### src/rtl/reqrsp_mem_pkg.sv
// Shared types and limits for the request/response to memory bridge.
// Holds the response FIFO entry type, the default channel structs used when
// the bridge is instantiated without explicit request/response types, and
// the upper bound on memory read latency.
package reqrsp_mem_pkg;

   localparam int unsigned MAX_MEM_LATENCY = 4;

   // Response FIFO entry at the default 64-bit data width.
   typedef struct packed {
      logic [63:0] data;
      logic        error;
   } rsp_entry_t;

   // Default request channel payload (32-bit address, 64-bit data).
   typedef struct packed {
      logic [31:0] addr;
      logic        write;
      logic [63:0] data;
      logic [7:0]  strb;
   } req_chan_t;

   typedef struct packed {
      logic      q_valid;
      req_chan_t q;
      logic      p_ready;
   } req_default_t;

   // Default response channel payload.
   typedef struct packed {
      logic [63:0] data;
      logic        error;
   } rsp_chan_t;

   typedef struct packed {
      logic      q_ready;
      logic      p_valid;
      rsp_chan_t p;
   } resp_default_t;

endpackage

### src/rtl/reqrsp_rsp_fifo.sv
// Response FIFO for the request/response to memory bridge.
// DEPTH entries of entry_t, registered head, push and pop in the same cycle
// both take effect. The caller guarantees no push when full and no pop when
// empty, so neither case is guarded here.
module reqrsp_rsp_fifo
   import reqrsp_mem_pkg::*;
#(
   parameter int unsigned DEPTH   = 2,
   parameter type         entry_t = rsp_entry_t
) (
   input  logic   clk_i,
   input  logic   rst_i,
   input  logic   push,
   input  logic   pop,
   output logic   full,
   output logic   empty,
   input  entry_t wdata,
   output entry_t rdata
);

   localparam int unsigned      PTR_W    = (DEPTH > 1) ? $clog2(DEPTH) : 1;
   localparam int unsigned      FILL_W   = $clog2(DEPTH + 1);
   localparam logic [PTR_W-1:0] LAST     = PTR_W'(DEPTH - 1);
   localparam logic [FILL_W-1:0] FULL_CNT = FILL_W'(DEPTH);

   entry_t             store [DEPTH];
   logic [PTR_W-1:0]   wptr;
   logic [PTR_W-1:0]   rptr;
   logic [FILL_W-1:0]  fill;

   assign full  = (fill == FULL_CNT);
   assign empty = (fill == '0);
   assign rdata = store[rptr];

   // Storage, wrapping pointers and fill level; everything clears on reset.
   always_ff @(posedge clk_i or posedge rst_i) begin
      if (rst_i) begin
         wptr <= '0;
         rptr <= '0;
         fill <= '0;
         for (int i = 0; i < DEPTH; i++) store[i] <= '0;
      end else begin
         if (push) begin
            store[wptr] <= wdata;
            wptr        <= (wptr == LAST) ? '0 : wptr + 1'b1;
         end
         if (pop) rptr <= (rptr == LAST) ? '0 : rptr + 1'b1;
         case ({push, pop})
            2'b10:   fill <= fill + 1'b1;
            2'b01:   fill <= fill - 1'b1;
            default: fill <= fill;
         endcase
      end
   end

endmodule

### src/rtl/reqrsp_to_mem_pipe.sv
// Request/response channel to single-port memory bridge.
// Requests are issued straight to memory when credit is available; each
// accepted request travels a MEM_LATENCY-deep tag pipeline and lands in an
// in-order response FIFO sized to the outstanding limit, so a response push
// never finds the FIFO full.
// Optional build macro REQRSP_MEM_RANGE_CHECK_EN: requests outside
// [MEM_BASE, MEM_BASE+MEM_SIZE) are accepted without touching memory and
// answered with error=1, data=0 at the normal latency.
module reqrsp_to_mem_pipe
   import reqrsp_mem_pkg::*;
#(
   parameter type         req_t           = req_default_t,
   parameter type         resp_t          = resp_default_t,
   parameter int unsigned DATA_WIDTH      = 64,
   parameter int unsigned ADDR_WIDTH      = 32,
   parameter int unsigned MEM_LATENCY     = 1,
   parameter int unsigned MAX_OUTSTANDING = 2,
   parameter logic [63:0] MEM_BASE        = 64'd0,
   parameter logic [63:0] MEM_SIZE        = 64'd1 << ADDR_WIDTH
) (
   input  logic                    clk_i,
   input  logic                    rst_i,
   input  req_t                    req_i,
   output resp_t                   resp_o,
   output logic                    mem_req,
   input  logic                    mem_gnt,
   output logic                    mem_we,
   output logic [DATA_WIDTH/8-1:0] mem_be,
   output logic [ADDR_WIDTH-1:0]   mem_addr,
   output logic [DATA_WIDTH-1:0]   mem_wdata,
   input  logic [DATA_WIDTH-1:0]   mem_rdata
);

   // Latency is clamped into the supported 1..MAX_MEM_LATENCY range.
   localparam int unsigned LAT = (MEM_LATENCY < 1) ? 1 :
                                 (MEM_LATENCY > MAX_MEM_LATENCY) ? MAX_MEM_LATENCY : MEM_LATENCY;
   localparam int unsigned       CNT_W   = $clog2(MAX_OUTSTANDING + 1);
   localparam logic [CNT_W-1:0]  MAX_CNT = CNT_W'(MAX_OUTSTANDING);

   typedef struct packed {
      logic [DATA_WIDTH-1:0] data;
      logic                  error;
   } entry_t;

   logic [CNT_W-1:0] cnt;
   logic             credit;
   logic             in_range;
   logic             err_in;
   logic             q_ready;
   logic             accept;
   logic             p_hs;
   logic [LAT-1:0]   vld_p;
   logic [LAT-1:0]   wr_p;
   logic [LAT-1:0]   err_p;
   entry_t           push_entry;
   entry_t           head;
   logic             fifo_empty;
   logic             full_unused;

`ifdef REQRSP_MEM_RANGE_CHECK_EN
   logic [63:0] addr_ext;
   assign addr_ext = 64'(req_i.q.addr);
   assign in_range = (addr_ext >= MEM_BASE) && (addr_ext < MEM_BASE + MEM_SIZE);
   assign err_in   = ~in_range;
`else
   // Whole address space is legal; the window bounds have no effect.
   logic window_unused;
   assign window_unused = |(MEM_BASE ^ MEM_SIZE);
   assign in_range      = 1'b1;
   assign err_in        = 1'b0;
`endif

   assign credit  = (cnt < MAX_CNT);
   assign q_ready = credit & (mem_gnt | ~in_range);
   assign accept  = req_i.q_valid & q_ready;
   assign p_hs    = ~fifo_empty & req_i.p_ready;

   // Memory is never requested while reset is held.
   assign mem_req   = ~rst_i & req_i.q_valid & credit & in_range;
   assign mem_we    = mem_req & req_i.q.write;
   assign mem_addr  = req_i.q.addr;
   assign mem_wdata = req_i.q.data;
   assign mem_be    = req_i.q.strb;

   // Outstanding count: +1 on accept, -1 on response handshake.
   always_ff @(posedge clk_i or posedge rst_i) begin
      if (rst_i) begin
         cnt <= '0;
      end else begin
         case ({accept, p_hs})
            2'b10:   cnt <= cnt + 1'b1;
            2'b01:   cnt <= cnt - 1'b1;
            default: cnt <= cnt;
         endcase
      end
   end

   // Tag pipeline aligning each accept with its read data LAT cycles later.
   always_ff @(posedge clk_i or posedge rst_i) begin
      if (rst_i) begin
         vld_p <= '0;
         wr_p  <= '0;
         err_p <= '0;
      end else begin
         vld_p[0] <= accept;
         wr_p[0]  <= req_i.q.write;
         err_p[0] <= err_in;
         for (int i = 1; i < LAT; i++) begin
            vld_p[i] <= vld_p[i-1];
            wr_p[i]  <= wr_p[i-1];
            err_p[i] <= err_p[i-1];
         end
      end
   end

   // Writes and rejected accesses return zero data; reads return memory data.
   always_comb begin
      push_entry       = '0;
      push_entry.error = err_p[LAT-1];
      push_entry.data  = (wr_p[LAT-1] | err_p[LAT-1]) ? '0 : mem_rdata;
   end

   reqrsp_rsp_fifo #(
      .DEPTH   (MAX_OUTSTANDING),
      .entry_t (entry_t)
   ) u_rsp_fifo (
      .clk_i (clk_i),
      .rst_i (rst_i),
      .push  (vld_p[LAT-1]),
      .pop   (p_hs),
      .full  (full_unused),
      .empty (fifo_empty),
      .wdata (push_entry),
      .rdata (head)
   );

   // Response channel assembly from the credit logic and the FIFO head.
   always_comb begin
      resp_o         = '0;
      resp_o.q_ready = q_ready;
      resp_o.p_valid = ~fifo_empty;
      resp_o.p.data  = head.data;
      resp_o.p.error = head.error;
   end

endmodule

### config.mk
export PLATFORM = sky130hd
export DESIGN_NAME = reqrsp_to_mem_pipe
export DESIGN_NICKNAME = d
export VERILOG_FILES = /design/src/rtl/reqrsp_mem_pkg.sv /design/src/rtl/reqrsp_rsp_fifo.sv /design/src/rtl/reqrsp_to_mem_pipe.sv
export SDC_FILE = /design/constraint.sdc
export NUM_CORES = 1
export LEC_CHECK = 0
export CORE_AREA = 2 2 136 138
export CTS_BUF_LIST = sky130_fd_sc_hd__clkbuf_8
export CTS_CLUSTER_DIAMETER = 100
export DETAILED_ROUTE_END_ITERATION = 12
export DIE_AREA = 0 0 138 140
export GPL_ROUTABILITY_DRIVEN = 0
export MAX_ROUTING_LAYER = met4
export PLACE_DENSITY = 0.88
export SLEW_MARGIN = 30
export SYNTH_ARGS = -nofsm -noshare
export SYNTH_HDL_FRONTEND = slang
export SYNTH_SLANG_ARGS = --single-unit
### constraint.sdc
create_clock -name clk_i -period 5.5 [get_ports clk_i]
set_input_delay 1.1 -clock clk_i [delete_from_list [all_inputs] [get_ports clk_i]]
set_output_delay 1.1 -clock clk_i [all_outputs]
set_load 0.1 [all_outputs]
==> run_results.csv, run 1 <==
group,metric,value,unit
status,status,"finished clean",
cts,cts_tree,"yes",
detailed_routing,dr.max_layer_used,"met4",
sta,rsz0062_at_grt,"false",
detailed_routing,drt-initial-drc-count,208,
critical_path,cp-end-kind,"output pin",
grt,grtUsageTotal,0.1620,
detailed_routing,detail-route-antenna-nets,0,
floorplanning,die_h,140,um
floorplanning,coreArea,17780,sq um
logic_synthesis,synth_ff_type,"dfrtp_1",
floorplanning,rows,49,
cts,insertion_delay,430,ps
critical_path,cp.required,4400,ps
detailed_routing,drc,0,
cells_and_area,n_antenna_cell,0,
cells_and_area,nFillCells,1691,
sta,setup_viol,0,
sta,tightest_slew,1029,ps
cells_and_area,drive_gt1_frac,0.2039,
hold_path,hold_path_class,"reg -> reg",
grt,grt_pass1_vias,4626,
logic_synthesis,synthTopCellsByArea,"dfrtp_1 49%, buf_4 12%, mux2_2 10%",
placement,placed_cell_area,7644,sq um
grt,globalRouteOverflowTotal,0,
detailed_routing,routed_wl,14.77,mm
placement,port_buffers,137,
cells_and_area,area_growth,13.81,%
critical_path,worst_setup_path_start_kind,"input pin",
sta,period_share,0.7574,
floorplanning,dieArea,19320,sq um
cts,clk_pin_slew,70,ps
cts,hold_buffers,0,
sta,slew_headroom,0.3120,
flow_run,cap_violations,0,
logic_synthesis,syn_inst,692,
floorplanning,die_width,138,um
sta,post-route-min-period,4165,ps
floorplanning,ios,347,
logic_synthesis,syn_area,6987,sq um
critical_path,worstReg2RegStart,"u_rsp_fifo.wptr",
floorplanning,start_util,0.3930,
logic_synthesis,ys_seq_area_frac,0.4871,
logic_synthesis,ys_types,23,
cts,cts.path.max_buffers,2,
sta,final-max-slew-violation-count,0,
logic_synthesis,syn-num-nets,868,
detailed_routing,wire_per_inst,15.63,um
sta,max_freq,240.1,MHz
detailed_routing,drtPass1Iterations,4,
grt,grt_antenna_before_repair,0,
grt,grt_pass1_wl,24.18,mm
cells_and_area,nNetsFinal,880,
detailed_routing,wl_met1,6.315,mm
cts,ctsHtreeMaxLevel,4,
hold_path,min_from,"u_rsp_fifo.fill[1]",
logic_synthesis,yosysTopAreaCell,"dfrtp_1",
cts,cts_resized,0,
critical_path,startpoint,"rst_i",
sta,finalHoldViolations,0,
critical_path,crit_arrival,3070,ps
cts,root_buffer,"clkbuf_8",
logic_synthesis,syn_area_per_cell,10.10,sq um
cells_and_area,fin_area,7951,sq um
critical_path,reg2reg_slack,3340,ps
sta,holdWs,469.4,ps
sta,skew,9.214,ps
cells_and_area,fin_util,0.4472,
detailed_routing,dr_wl_met3,797,um
detailed_routing,met2_length,7.286,mm
critical_path,timing_worst_setup_path_type,"in -> out",
cts,clock-sinks,136,
logic_synthesis,yosysWarnings,0,
placement,dp_hpwl,9.777,mm
detailed_routing,vias,4470,
logic_synthesis,synth.top_cell.area_share,0.4871,
cts,post_cts_buffers,0,
cts,cts_made_buffers,17,
logic_synthesis,synth-async-reset-ratio,1.000,
logic_synthesis,synth_edf_count,0,
critical_path,path_max_fanout,2,
sta,finalSetupTns,0,ps
grt,grt_max_degree,99,
logic_synthesis,ys_seq_elements,136,
detailed_routing,viasPerCell,4.730,
==> final cells by class <==
| type | count | area, sq um | share of cell area |
|---|---|---|---|
| Timing Repair Buffer | 141 | 1396 | 0.1756 |
| Inverter | 3 | 18.77 | 0.002360 |
| Tap cell | 229 | 286.5 | 0.03603 |
| Sequential cell | 136 | 3408 | 0.4286 |
| Clock buffer | 17 | 234.0 | 0.02943 |
| Clock inverter | 14 | 71.32 | 0.008969 |
| Multi-Input combinational cell | 405 | 2536 | 0.3190 |
==> logic make-up after synthesis <==
| group | synth area share |
|---|---|
| compound gates | 0.1030 |
| other cells | 0.0005367 |
| buf+inv | 0.1520 |
| simple gates | 0.1406 |
| flops | 0.4871 |
| mux | 0.1032 |
| xor+xnor | 0.01003 |
| fa+ha+maj | 0.003581 |
==> cells in the final DEF, fill, tap and decap left out, drive strengths merged <==
master           n
and2             2
buf              8
clkbuf          17
clkdlybuf4s50  133
clkinv           9
clkinvlp         2
conb             1
dfrtp          136
ha               2
inv              6
mux2            64
nand2          130
nand2b          65
nor2             2
nor2b            1
nor3b            1
o21ai          128
or2              1
xnor2            4
xor2             4
==> critical path: stages <==
cell	delay (ps)
clkdlybuf4s50_1	510
nor3b_1	270
clkdlybuf4s50_1	1180
==> flip-flops by register name, indices dropped and copies added, names as in the netlist <==
signal,cells
cnt,2
u_rsp_fifo.fill,2
u_rsp_fifo.rptr,1
u_rsp_fifo.store,128
u_rsp_fifo.wptr,1
vld_p,1
wr_p,1
==> path summary, 6_finish.rpt <==
kind | end | cells after the start
min in group asynchronous | u_rsp_fifo.store[51] | 2
hold reg to reg | u_rsp_fifo.fill[1] | 1
setup reg to reg | u_rsp_fifo.store[118] | 3
setup / recovery | mem_req | 3
hold / removal | u_rsp_fifo.fill[1] | 1
max in group asynchronous | u_rsp_fifo.store[77] | 3
==> synth_stat cells (all sizes together), types with 2 or more instances <==
master / number
mux2: 64
xor2: 4
clkbuf: 12
o21ai: 128
inv: 3
dfrtp: 136
xnor2: 4
nand2: 130
ha: 2
buf: 136
nor2: 2
nand2b: 65
and2: 2
==> layer usage <==
layer / track usage / vias to the layer above
met1: 0.1895 / 2106
met4: 0.06284 / 0
li1: - / 2178
met2: 0.2595 / 141
met3: 0.05436 / 45
met5: - / -
==> stage by stage <==
stage	std cells	setup slack [ps]
4_1_cts	945	1326
2_1_floorplan	692	103.8
3_5_place_dp	914	1340
3_3_place_gp	914	1376
6_report	945	1335
5_1_grt	945	1250
Power of run 1 is left out: the tool's default activity adds up to more than one toggle a clock period on the data nets, which glitch-free logic cannot reach.
==> run 2, diff against run 1 <==
--- a/config.mk
+++ b/config.mk
@@ -5,14 +5,15 @@
 export SDC_FILE = /design/constraint.sdc
 export NUM_CORES = 1
 export LEC_CHECK = 0
-export CORE_AREA = 2 2 136 138
+export CORE_ASPECT_RATIO = 1.2
+export CORE_MARGIN = 2
+export CORE_UTILIZATION = 38
 export CTS_BUF_LIST = sky130_fd_sc_hd__clkbuf_8
 export CTS_CLUSTER_DIAMETER = 100
 export DETAILED_ROUTE_END_ITERATION = 12
-export DIE_AREA = 0 0 138 140
 export GPL_ROUTABILITY_DRIVEN = 0
 export MAX_ROUTING_LAYER = met4
-export PLACE_DENSITY = 0.88
+export PLACE_DENSITY = 0.89
 export SLEW_MARGIN = 30
 export SYNTH_ARGS = -nofsm -noshare
 export SYNTH_HDL_FRONTEND = slang
==> constraint.sdc (replaced) <==
create_clock -name clk_i -period 3.4 [get_ports clk_i]
set_input_delay 0.68 -clock clk_i [delete_from_list [all_inputs] [get_ports clk_i]]
set_output_delay 0.68 -clock clk_i [all_outputs]
set_load 0.1 [all_outputs]
==> run 2 against run 1 <==
  * First-iteration DRC count up 16%
  * Sequential share of layout area down 0.20 points
  * Setup slack worse by 730 ps
  * Utilization down 0.60 points
  * Critical endpoint is now resp_o[65]
  * Largest cell class unchanged
  * Highest routed layer unchanged
==> run_results.csv, run 2 (synthesis results as in run 1) <==
group,metric,value,unit
placement,place_inst,912,
cells_and_area,drive_gt1_frac,0.2986,
sta,skew,21.48,ps
critical_path,cp-end-kind,"output pin",
critical_path,timing_worst_setup_path_type,"reg -> out",
detailed_routing,routed_wl,15.90,mm
cts,cts_tree,"yes",
critical_path,critPathTopFamily,"buffers and inverters",
detailed_routing,viasPerCell,4.749,
cts,hold_buffers,0,
sta,max_freq,358.3,MHz
cells_and_area,top_register,"u_rsp_fifo.store",
hold_path,hold_path_class,"reg -> reg",
cells_and_area,largestRegisters,"u_rsp_fifo.store: 128 flops, cnt: 2 flops, u_rsp_fifo.fill: 2 flops",
critical_path,reg2reg_slack,1490,ps
sta,post-route-min-period,2791,ps
cts,cts.path.max_buffers,2,
cts,cts_resized,0,
floorplanning,ios,347,
cells_and_area,final_cell_mix,"134 x dfrtp_1, 110 x nand2_1, 90 x o21ai_0",
sta,tightest_slew,986.6,ps
critical_path,cp.required,2720,ps
placement,port_buffers,137,
floorplanning,die_width,127.8,um
placement,placed_cell_area,7526,sq um
grt,grt_pass1_wl,24.45,mm
detailed_routing,wire_per_inst,16.85,um
detailed_routing,vias,4483,
critical_path,r2r_end,"u_rsp_fifo.store[89]",
placement,preCtsSetupSlack,916.1,ps
cts,root_buffer,"clkbuf_8",
critical_path,path_max_fanout,3,
critical_path,reg2regPathDepth,3,
critical_path,crit_arrival,2110,ps
grt,grt_pass1_vias,4581,
grt,globalRouteOverflowTotal,0,
cells_and_area,fin_area,7989,sq um
critical_path,crit_slowest_cell,"clkdlybuf4s50_1",
sta,rsz0062_at_grt,"false",
sta,slew_headroom,0.3402,
grt,grt_antenna_before_repair,0,
floorplanning,start_util,0.3858,
critical_path,worstReg2RegStart,"u_rsp_fifo.wptr",
flow_run,cap_violations,0,
cells_and_area,nFillCells,1692,
sta,setup_viol,0,
sta,holdWs,464.3,ps
floorplanning,rows,54,
cts,clock-sinks,136,
cells_and_area,n_antenna_cell,0,
cells_and_area,area_growth,14.34,%
critical_path,cpPeakStageDelay,980,ps
sta,fin_ws,608.7,ps
floorplanning,dieArea,19490,sq um
sta,finalHoldViolations,0,
cts,ctsHtreeMaxLevel,4,
sta,period_share,0.8210,
cells_and_area,fin_cells,944,
detailed_routing,drtPass1Iterations,4,
critical_path,crit_chain,"or2_2 > clkdlybuf4s50_1",
cells_and_area,largest_reg_flops,128,
cells_and_area,multi_input_area,2550,sq um
floorplanning,die_h,152.5,um
detailed_routing,detail-route-antenna-nets,0,
cells_and_area,nNetsFinal,883,
status,status,"finished clean",
critical_path,worst_setup_path_start_kind,"flip-flop",
placement,dp_hpwl,11.13,mm
detailed_routing,drt-initial-drc-count,241,
cts,insertion_delay,420,ps
sta,final-max-slew-violation-count,0,
cts,post_cts_buffers,0,
floorplanning,coreArea,18110,sq um
cts,clk_pin_slew,80,ps
critical_path,startpoint,"u_rsp_fifo.fill[0]",
critical_path,worstSetupPathDepth,2,
critical_path,endpoint,"resp_o[65]",
critical_path,cp.buffers_inverters,1,
detailed_routing,drc,0,
grt,grtUsageTotal,0.1666,
cells_and_area,seq_area,3408,sq um
cells_and_area,layout_commonest_cell,"dfrtp_1",
cts,cts_made_buffers,17,
grt,grt_max_degree,107,
-- run 2: worst min-delay path by stage --
stage / start / end / slack, ps / depth (start not counted)
detailed placement: u_rsp_fifo.fill[1] / u_rsp_fifo.fill[1] / 450 / 1
finish: u_rsp_fifo.fill[1] / u_rsp_fifo.fill[1] / 460 / 1
global placement: u_rsp_fifo.fill[1] / u_rsp_fifo.fill[1] / 450 / 1
floorplan: u_rsp_fifo.fill[1] / u_rsp_fifo.fill[1] / 430 / 1
global route: u_rsp_fifo.fill[1] / u_rsp_fifo.fill[1] / 470 / 1
CTS: u_rsp_fifo.fill[1] / u_rsp_fifo.fill[1] / 460 / 1
-- run 2: metrics by stage --
step,util,TNS (ps)
after global routing,0.4412,0
after floorplan,-,-80.11
final,0.4412,0
after global placement,0.4155,0
after CTS,0.4407,0
after detailed placement,0.4156,0
-- run 2: metal layers --
metal  track usage  share of wire  vias to the layer above
li1              -              -                     2195
met1        0.1790           0.38                     2085
met2        0.2773           0.51                      135
met3       0.04775          0.061                       68
met4       0.08739          0.044                        0
met5             -              0                        -
-- run 2: worst reg2reg max path: cells and delay by family, from the launching register on --
family | cells | cell delay [ps]
flops | 1 | 490
compound gates | 1 | 180
simple gates | 1 | 740
buf+inv | 1 | 370
-- run 2: area by class of cell --
type,instances,share of cell area
Tap cell,224,0.03508
Multi-Input combinational cell,405,0.3192
Clock buffer,18,0.03101
Sequential cell,136,0.4266
Timing Repair Buffer,144,0.1604
Inverter,3,0.001879
Clock inverter,14,0.02584
Power of run 2 is left out for the same reason.
==> run 3, diff against run 2 <==
--- a/config.mk
+++ b/config.mk
@@ -5,15 +5,14 @@
 export SDC_FILE = /design/constraint.sdc
 export NUM_CORES = 1
 export LEC_CHECK = 0
-export CORE_ASPECT_RATIO = 1.2
-export CORE_MARGIN = 2
-export CORE_UTILIZATION = 38
+export CORE_AREA = 2 2 136 138
 export CTS_BUF_LIST = sky130_fd_sc_hd__clkbuf_8
 export CTS_CLUSTER_DIAMETER = 100
 export DETAILED_ROUTE_END_ITERATION = 12
+export DIE_AREA = 0 0 138 140
 export GPL_ROUTABILITY_DRIVEN = 0
 export MAX_ROUTING_LAYER = met4
-export PLACE_DENSITY = 0.89
+export PLACE_DENSITY = 0.88
 export SLEW_MARGIN = 30
 export SYNTH_ARGS = -nofsm -noshare
 export SYNTH_HDL_FRONTEND = slang
==> constraint.sdc (replaced) <==
create_clock -name clk_i -period 2.7 [get_ports clk_i]
set_input_delay 0.54 -clock clk_i [delete_from_list [all_inputs] [get_ports clk_i]]
set_output_delay 0.54 -clock clk_i [all_outputs]
set_load 0.1 [all_outputs]
==> run 3 against run 2 <==
  * Global-route usage shrank 0.55 points
  * Setup slack got worse by 340 ps
  * Flip-flop and latch count stayed put
  * Largest cell class unchanged
==> run_results.csv, run 3 (synthesis results as in run 1) <==
group,metric,value,unit
status,status,"finished clean",
cts,hold_buffers,0,
floorplanning,coreArea,17780,sq um
floorplanning,die_width,138,um
cts,cts.path.max_buffers,2,
cells_and_area,nFillCells,1562,
cts,insertion_delay,430,ps
critical_path,cp.buffers_inverters,2,
critical_path,cpPeakStageDelay,450,ps
floorplanning,start_util,0.3930,
critical_path,startpoint,"u_rsp_fifo.rptr",
sta,period_share,0.8997,
cells_and_area,top_register,"u_rsp_fifo.store",
cells_and_area,n_antenna_cell,0,
detailed_routing,drtPass1Iterations,4,
critical_path,worstReg2RegStart,"u_rsp_fifo.wptr",
grt,grtUsageTotal,0.1611,
cts,root_buffer,"clkbuf_8",
critical_path,endpoint,"resp_o[15]",
cts,post_cts_buffers,0,
critical_path,cp-end-kind,"output pin",
critical_path,crit_slowest_cell,"buf_4",
grt,grt_max_degree,80,
critical_path,cp.required,2160,ps
grt,globalRouteOverflowTotal,0,
cells_and_area,nNetsFinal,885,
floorplanning,ios,347,
critical_path,worst_setup_path_start_kind,"flip-flop",
cts,cts_made_buffers,17,
sta,tightest_slew,643.0,ps
placement,port_buffers,137,
critical_path,r2r_end,"u_rsp_fifo.store[124]",
detailed_routing,wire_per_inst,15.64,um
detailed_routing,drc,0,
critical_path,crit_arrival,1890,ps
critical_path,crit_chain,"buf_4 > mux2_2 > buf_12",
grt,grt_antenna_before_repair,0,
cells_and_area,largestRegisters,"u_rsp_fifo.store: 128 flops, cnt: 2 flops, u_rsp_fifo.fill: 2 flops",
cts,clk_pin_slew,70,ps
sta,max_freq,411.6,MHz
critical_path,path_max_fanout,39,
cts,ctsHtreeMaxLevel,4,
critical_path,worstSetupPathDepth,3,
sta,setup_viol,0,
hold_path,hold_path_class,"reg -> reg",
critical_path,timing_worst_setup_path_type,"reg -> out",
flow_run,cap_violations,0,
cells_and_area,largest_reg_flops,128,
sta,slew_headroom,0.5713,
cells_and_area,final_cell_mix,"134 x dfrtp_1, 110 x nand2_1, 90 x o21ai_0",
detailed_routing,vias,4540,
sta,rsz0062_at_grt,"false",
cells_and_area,area_growth,26.31,%
grt,grtUsageMet2,0.2595,
detailed_routing,drt-initial-drc-count,218,
cts,cts_resized,0,
floorplanning,die_h,140,um
cells_and_area,layout_commonest_cell,"dfrtp_1",
sta,post-route-min-period,2429,ps
grt,grt_pass1_wl,24.16,mm
sta,finalHoldViolations,0,
placement,dp_hpwl,10.24,mm
grt,globalRouteMet3Util,0.05162,
critical_path,reg2reg_slack,1010,ps
critical_path,critPathTopFamily,"buffers and inverters",
cts,cts_tree,"yes",
floorplanning,rows,49,
cells_and_area,drive_gt1_frac,0.2986,
grt,grt_util_met1,0.1876,
critical_path,reg2regPathDepth,3,
sta,finalSetupTns,0,ps
detailed_routing,viasPerCell,4.784,
detailed_routing,routed_wl,14.84,mm
detailed_routing,detail-route-antenna-nets,0,
grt,grt_pass1_vias,4714,
sta,skew,8.636,ps
grt,grt.busiest_layer,"met2",
sta,final-max-slew-violation-count,0,
cts,clock-sinks,136,
floorplanning,dieArea,19320,sq um
==> run 3: cell type report <==
class | instances | area [sq um] | share of cell area
flip-flops and latches | 136 | 3406 | 0.3859
multi-input cells | 405 | 2541 | 0.2880
repair buffers | 146 | 2157 | 0.2444
well taps | 229 | 286.5 | 0.03247
clock buffers | 19 | 261.5 | 0.02963
clock inverters | 11 | 157.7 | 0.01786
inverters | 3 | 15.01 | 0.001701
==> run 3: worst min path at each step <==
stage	start	end	slack [ps]	cells past startpoint
2_1_floorplan	u_rsp_fifo.fill[1]	u_rsp_fifo.fill[1]	430	1
3_3_place_gp	u_rsp_fifo.fill[1]	u_rsp_fifo.fill[1]	450	1
3_5_place_dp	u_rsp_fifo.fill[1]	u_rsp_fifo.fill[1]	450	1
4_1_cts	u_rsp_fifo.fill[1]	u_rsp_fifo.fill[1]	460	1
5_1_grt	u_rsp_fifo.store[17]	u_rsp_fifo.store[17]	490	2
6_report	u_rsp_fifo.fill[1]	u_rsp_fifo.fill[1]	460	1
==> run 3: worst register-to-register path, stage by stage (launching register included) <==
cell and delay (ps):
dfrtp_1 430, nand2b_4 520, buf_4 430, o21ai_0 180
==> run 3: per-layer routing <==
layer | vias up | part of all wire | routed length (um)
met5 | - | 0 | 0
met4 | 0 | 0.027 | 403
met3 | 44 | 0.049 | 720
met2 | 132 | 0.50 | 7429
met1 | 2172 | 0.42 | 6286
li1 | 2192 | - | -
==> run 3: stage by stage <==
step / area [sq um] / hold WS (ps) / worst slack, ps / instances / utilization
2_1_floorplan: 6995 / 433.7 / -500.1 / 692 / -
3_3_place_gp: 8406 / 446.2 / 462.2 / 919 / 0.4728
3_5_place_dp: 8406 / 449.1 / 452.4 / 919 / 0.4728
4_1_cts: 8825 / 462.9 / 218.9 / 949 / 0.4963
5_1_grt: 8825 / 494.7 / 165.8 / 949 / 0.4963
6_report: 8825 / 457.9 / 270.7 / 949 / 0.4963
Power of run 3 is left out for the same reason.
